### src/rtl/gpio_in_cond.sv
// GPIO input conditioning: per-pin synchroniser, debouncer, edge events,
// sticky interrupt status with write-1-to-clear, and a registered irq.
module gpio_in_cond #(
  parameter int DW = 16,
  parameter int CW = 8
) (
  input  logic          pclk,
  input  logic          n_p_reset,
  input  logic [DW-1:0] gpio_pin_in,
  input  logic [DW-1:0] n_gpio_pin_oe,
  input  logic [CW-1:0] db_limit,
  input  logic [DW-1:0] int_rise_en,
  input  logic [DW-1:0] int_fall_en,
  input  logic [DW-1:0] int_mask,
  input  logic          clr_valid,
  input  logic [DW-1:0] clr_data,
  output logic [DW-1:0] gpio_in_db,
  output logic [DW-1:0] int_status,
  output logic          irq
);

  localparam logic [CW:0] one_w = {{CW{1'b0}}, 1'b1};

  logic [DW-1:0] sync1;
  logic [DW-1:0] sync2;
  logic [DW-1:0] rise;
  logic [DW-1:0] fall;
  logic [DW-1:0] set_vec;
  logic [DW-1:0] clr_vec;
  logic [CW:0]   limit_eff;

  // A limit of 0 is treated as 1; one extra bit keeps cnt+1 from wrapping.
  always_comb begin
    limit_eff = (db_limit == '0) ? one_w : {1'b0, db_limit};
  end

  // NOTE: sequential state uses non-blocking assignments so every flop samples
  // the pre-edge value of its neighbours (sync1 -> sync2 needs exactly that).
  always_ff @(posedge pclk or negedge n_p_reset) begin
    if (!n_p_reset) begin
      sync1 <= '0;
      sync2 <= '0;
    end else begin
      sync1 <= gpio_pin_in;
      sync2 <= sync1;
    end
  end

  for (genvar i = 0; i < DW; i++) begin : g_pin
    logic [CW-1:0] cnt;
    logic [CW:0]   cnt_inc;
    logic          db_q;
    logic          rise_q;
    logic          fall_q;

    assign cnt_inc = {1'b0, cnt} + one_w;

    // NOTE: the debounce counters are individual flops, not a RAM, so they are
    // reset like any other state; a reset mid-count must discard the count.
    always_ff @(posedge pclk or negedge n_p_reset) begin
      if (!n_p_reset) begin
        cnt    <= '0;
        db_q   <= 1'b0;
        rise_q <= 1'b0;
        fall_q <= 1'b0;
      end else begin
        rise_q <= 1'b0;
        fall_q <= 1'b0;
        if (sync2[i] == db_q) begin
          cnt <= '0;
        end else if (cnt_inc >= limit_eff) begin
          db_q   <= sync2[i];
          cnt    <= '0;
          rise_q <= sync2[i] & n_gpio_pin_oe[i];
          fall_q <= ~sync2[i] & n_gpio_pin_oe[i];
        end else if (cnt != '1) begin
          cnt <= cnt_inc[CW-1:0];
        end
      end
    end

    assign gpio_in_db[i] = db_q;
    assign rise[i]       = rise_q;
    assign fall[i]       = fall_q;
  end

  // NOTE: every signal written in always_comb gets a value on every path,
  // otherwise a latch is inferred.
  always_comb begin
    set_vec = (rise & int_rise_en) | (fall & int_fall_en);
    clr_vec = clr_valid ? clr_data : '0;
  end

  // Set is applied after clear, so a same-cycle set wins.
  always_ff @(posedge pclk or negedge n_p_reset) begin
    if (!n_p_reset) begin
      int_status <= '0;
      irq        <= 1'b0;
    end else begin
      int_status <= (int_status & ~clr_vec) | set_vec;
      irq        <= |(int_status & int_mask);
    end
  end

endmodule

### config.mk
export PLATFORM = sky130hd
export DESIGN_NAME = gpio_in_cond
export DESIGN_NICKNAME = d
export VERILOG_FILES = /design/src/rtl/gpio_in_cond.sv
export SDC_FILE = /design/constraint.sdc
export NUM_CORES = 1
export LEC_CHECK = 0
export ABC_CLOCK_PERIOD_IN_PS = 3200
export CORE_MARGIN = 2
export CORE_UTILIZATION = 57
export DETAILED_ROUTE_END_ITERATION = 10
export PLACE_DENSITY = 0.9
export REMOVE_ABC_BUFFERS = 1
export SLEW_MARGIN = 0
export SYNTH_ARGS = -nofsm -noshare
export SYNTH_HDL_FRONTEND = slang
export SYNTH_SLANG_ARGS = --single-unit
### constraint.sdc
create_clock -name pclk -period 3.2 [get_ports pclk]
set_clock_uncertainty 0.2 [all_clocks]
set_input_delay 0.64 -clock pclk [delete_from_list [all_inputs] [get_ports pclk]]
set_output_delay 0.64 -clock pclk [all_outputs]
set_load 0.01 [all_outputs]
# After elaboration in Yosys (flattened, before gate mapping)
# Index checks and enable logic that the tools add are counted.
# classes
n_reduce_logical	34
n_lt_le_gt_ge	16
muxes	114
eq_ne	32
bitwise	71
add_sub_neg	16
# op_table
op	n
$mux 8	49
$add 8x1->9 const B	16
$ge 9x8->1	16
$ne 8x8->1 const B	16
$and 16x16->16	4
$mux 1	64
$reduce_bool 3->1	16
$and 1x1->1	32
$not 1->1	32
$or 16x16->16	2
$reduce_and 2->1	16
$eq 1x1->1	16
$mux 16	1
$not 16->16	1
$reduce_or 16->1	1
$logic_not 8->1	1
# word_totals
regBits	225
inputBits	107
word_cells	351
output_inout_bits	33

# Longest topological paths before layout
# depth
ltp_word	5
ltp_mapped	11
ltp_nobuf	11

# Worst setup path after synthesis
# OpenSTA, ideal clock, no wires.
# synth_path
kind	in2reg
startpoint	input db_limit[2]
endpoint	register g_pin[4].db_q
required_time_ps	2872
n_path_buf	2
setup_slack_ps	-116
t_arrival_ps	2989
path_stages	11
setup_ps	128
cell_sequence	buf_2 buf_2 nor3_1 a41o_1 ha_1 nand2b_1 a21oi_1 o211ai_1 a211oi_2 o21ai_1 mux2_1
# synth_between
elab_chain_len	4
# synth_rtl
item	line_no	text
start, declared	11	input logic [CW-1:0] db_limit,
$logic_not 8->1	34	limit_eff = (db_limit == '0) ? one_w : {1'b0, db_limit};
$mux 8 *	34	
$ge 9x8->1 *	71	end else if (cnt_inc >= limit_eff) begin
$reduce_and 2->1 (no line) *	-	
end signal, assigned	72	db_q <= sync2[i];
end, declared	52	logic db_q;
# Mark *: on every way between the ends. The rest lies on a longest branch, timed or not.
# A chain may end at the register's enable or synchronous reset.

# Worst setup path in the final report
# layout_path
startpoint	input db_limit[4]
endpoint	register g_pin[8].db_q
# layout_between
elab_chain_len	4
# layout_rtl
item	line_no
$logic_not 8->1	34
$mux 8 *	34
$ge 9x8->1 *	71
$reduce_and 2->1 (no line) *	-
end signal, assigned	72
end, declared	52
# Marks and branches as above.

==> out/qor.yml <==
ys_ff_latch: 225
crit_arrival_ps: 3250
fin_crit_ps: 3070
htreeDepth: 1
syn_avg_cell_area_um2: 10.8
fp.coreArea_um2: 21000
multi_input_area_um2: 6240
max-vdd-ir-drop_mv: 0.344
ant_nets: 0
synth-compound-area-share: 0.117
yosys.area_share.simple: 0.167
dp_hpwl_mm: 20.5
syn_to_final_growth_pct: 23.1
synth.top_cell.area_share: 0.461
syn_area_um2: 12200
critical_path_class: "input port to flop"
clockRootBuffer: "clkbuf_16"
fillers: 1348
seq_area_frac_synth: 0.461
cts_tree: "done"
antenna_cells: 0
reg2reg_to: "g_pin[11].rise_q$_DFF_PN0_"
final_max_slew_viol_count: 0
synth_fa_ha_area_frac: 0.127
setup_viol: 0
viasPerCell: 5.87
synth_xor_area_frac: 0.0787
slowest_delay_ps: 450
async_flop_share: 1.00
io_buffer_count: 139
fin_nets: 1543
grt-ovfl-total: 0
p_leak_nw: 7.20
r2r-start: "g_pin[11].cnt[0]$_DFFE_PN0P_"
drive_gt1_frac: 0.110
dp.cells: 1572
die_area_um2: 22600
synth_ff_type: "dfrtp_1"
gp_congestion: 0.853
vias: 9452
hp-class: "flop to flop"
max_freq_mhz: 326
layout_common_cells: "225 x dfrtp_1, 136 x clkdlybuf4s50_1, 113 x ha_1, 97 x nor2_1, 73 x xnor2_1"
crit_fanout: 16
fin_tns_setup_ps: 0
wl_per_cell_um: 18.3
dr.pass1.iters: 6
cts.clk_slew.worst_paths_ps: 60
slowest_stage: "clkdlybuf4s50_1"
grt_max_degree: 83
relSlewSlack: 0.563
required_ps: 3380
grt_use_total: 0.262
die_h_um: 150
finalCritPeriodShare: 0.959
clock_latency_ps: 510
power_per_cell_area_nw_per_um2: 560
yosys-mux-area-fraction: 0.0194
tightest_slew_ps: 655
wl_mm: 29.4
synth_area_leaders: "dfrtp_1 46%, ha_1 12%, xnor2_1 5.2%"
yosysWarnings: 0
worstSetupStartpoint: "db_limit[4]"
clockBufferDepth: 3
postSynthCellCount: 1132
cts_buffers: 23
cp-end-kind: "flop"
rr_worst_depth: 10
die_w_um: 150
drc: 0
critPathLaunchType: "input port"
synth_top_family_by_area: "simple AND/OR/NAND/NOR gates"
stdcell_count: 1610
antenna_found_initial: 0
ios: 140
cts.sinks: 225
yosysUniqueCellTypes: 59
synth-edff-count: 0
row_count: 53
crit_path_end: "g_pin[8].db_q$_DFFE_PN0P_"
mostFrequentLayoutCell: "dfrtp_1"
ff2ff_setup_slack_ps: 140
grt_pass1_wl_mm: 47.0
maxCapViolations: 0
initial_utilization: 0.580
yosys.area.top_type: "dfrtp_1"
finalHoldViolCount: 0
first_global_vias: 9694
register_area_um2: 5630
path_cells: "clkdlybuf4s50_1 > inv_1 > a41o_1 > buf_12 > ha_1 > nand2b_1 > a21oi_1 > maj3_1 > o221a_2 > nor2_1 > mux2_2"
status: "finished, final reports clean"
drt_iter0_markers: 579
worst min path at each step:
stage	from	endpoint	slack [ps]	depth (start not counted)
after global routing	sync1[12]$_DFF_PN0_	sync2[12]$_DFF_PN0_	160	0
after floorplan	sync1[0]$_DFF_PN0_	sync2[0]$_DFF_PN0_	130	0
after detailed placement	sync1[1]$_DFF_PN0_	sync2[1]$_DFF_PN0_	140	0
after CTS	sync1[1]$_DFF_PN0_	sync2[1]$_DFF_PN0_	150	0
final	sync1[1]$_DFF_PN0_	sync2[1]$_DFF_PN0_	150	0
after global placement	sync1[13]$_DFF_PN0_	sync2[13]$_DFF_PN0_	130	0
final cells by class:
class / instances / area share
Multi-Input combinational cell: 830 / 0.416
Sequential cell: 225 / 0.375
Timing Repair Buffer: 190 / 0.124
Clock buffer: 36 / 0.0469
Tap cell: 275 / 0.0229
Inverter: 53 / 0.0132
Clock inverter: 1 / 0.00200
synthesized netlist by cell type (all sizes together), types with 5 or more instances:
master,count
dfrtp,225
ha,113
nor2,101
nand3,75
xnor2,73
nand2,72
nor2b,63
inv,53
o21ai,42
a21oi,37
xor2,34
and4b,31
buf,21
mux2,21
nand2b,19
a222oi,16
maj3,13
a21o,12
a211oi,11
nor3,9
o221a,9
a2111oi,8
a31oi,8
o211ai,8
a221oi,7
a211o,5
and3,5
o31ai,5
sequential cells by signal (all words and copies together), names as in the netlist:
| register | count |
|---|---|
| g_pin.fall_q | 16 |
| g_pin.rise_q | 16 |
| int_status | 16 |
| sync2 | 16 |
| g_pin.db_q | 16 |
| irq | 1 |
| g_pin.cnt | 128 |
| sync1 | 16 |
through the flow:
| stage | power [mW] | hold slack, ps | instance area (µm²) | worst slack (ps) | utilization |
|---|---|---|---|---|---|
| after floorplan | 4.82 | 131 | 12000 | 4.29 | - |
| after global placement | 5.62 | 132 | 14200 | -350 | 0.677 |
| after detailed placement | 5.77 | 136 | 14200 | -444 | 0.677 |
| after CTS | 8.44 | 150 | 15000 | 62.8 | 0.713 |
| after global routing | 8.86 | 156 | 15000 | -15.7 | 0.714 |
| final | 8.42 | 146 | 15000 | 131 | 0.714 |
kinds of logic (layout without fill, tap and decap cells):
| group | Yosys count | count (layout) |
|---|---|---|
| XOR/XNOR | 108 | 108 |
| multiplexers | 21 | 21 |
| AO/OA/AOI/OAI | 188 | 188 |
| adder cells (fa/ha/maj) | 126 | 126 |
| AND/OR/NAND/NOR | 387 | 387 |
| buffers and inverters | 77 | 280 |
| flip-flops | 225 | 225 |
layer usage:
| metal | track usage | routed length [µm] | part of all wire | vias up |
|---|---|---|---|---|
| li1 | - | - | - | 4402 |
| met1 | 0.318 | 11900 | 0.40 | 4627 |
| met2 | 0.462 | 14600 | 0.50 | 309 |
| met3 | 0.0403 | 1570 | 0.053 | 114 |
| met4 | 0.117 | 1350 | 0.046 | 0 |
| met5 | 0 | 0 | 0 | - |
power by group:
group	switching [mW]	total, mW	internal [mW]	leakage, nW
registers	0.373	3.54	3.17	3.01
clock network	1.05	2.62	1.57	0.361
logic	1.15	2.25	1.10	3.83
total	2.58	8.42	5.84	7.20
critical path: cells and delay by family:
kind | cells | cell delay [ps]
and+or+nand+nor | 2 | 290
muxes | 1 | 370
AOI/OAI and AO/OA | 3 | 590
adders and majority gates | 2 | 600
buffers and inverters | 3 | 750
timing repair:
action / in CTS / in global routing
hold endpoints to repair: 75 / 0
buffers inserted: 0 / 0
resized for setup: 0 / 9
endpoints found under the setup margin: 0 / 54
hold buffers: 1 / 0
Note: power is estimated with default switching activity, not from simulation.
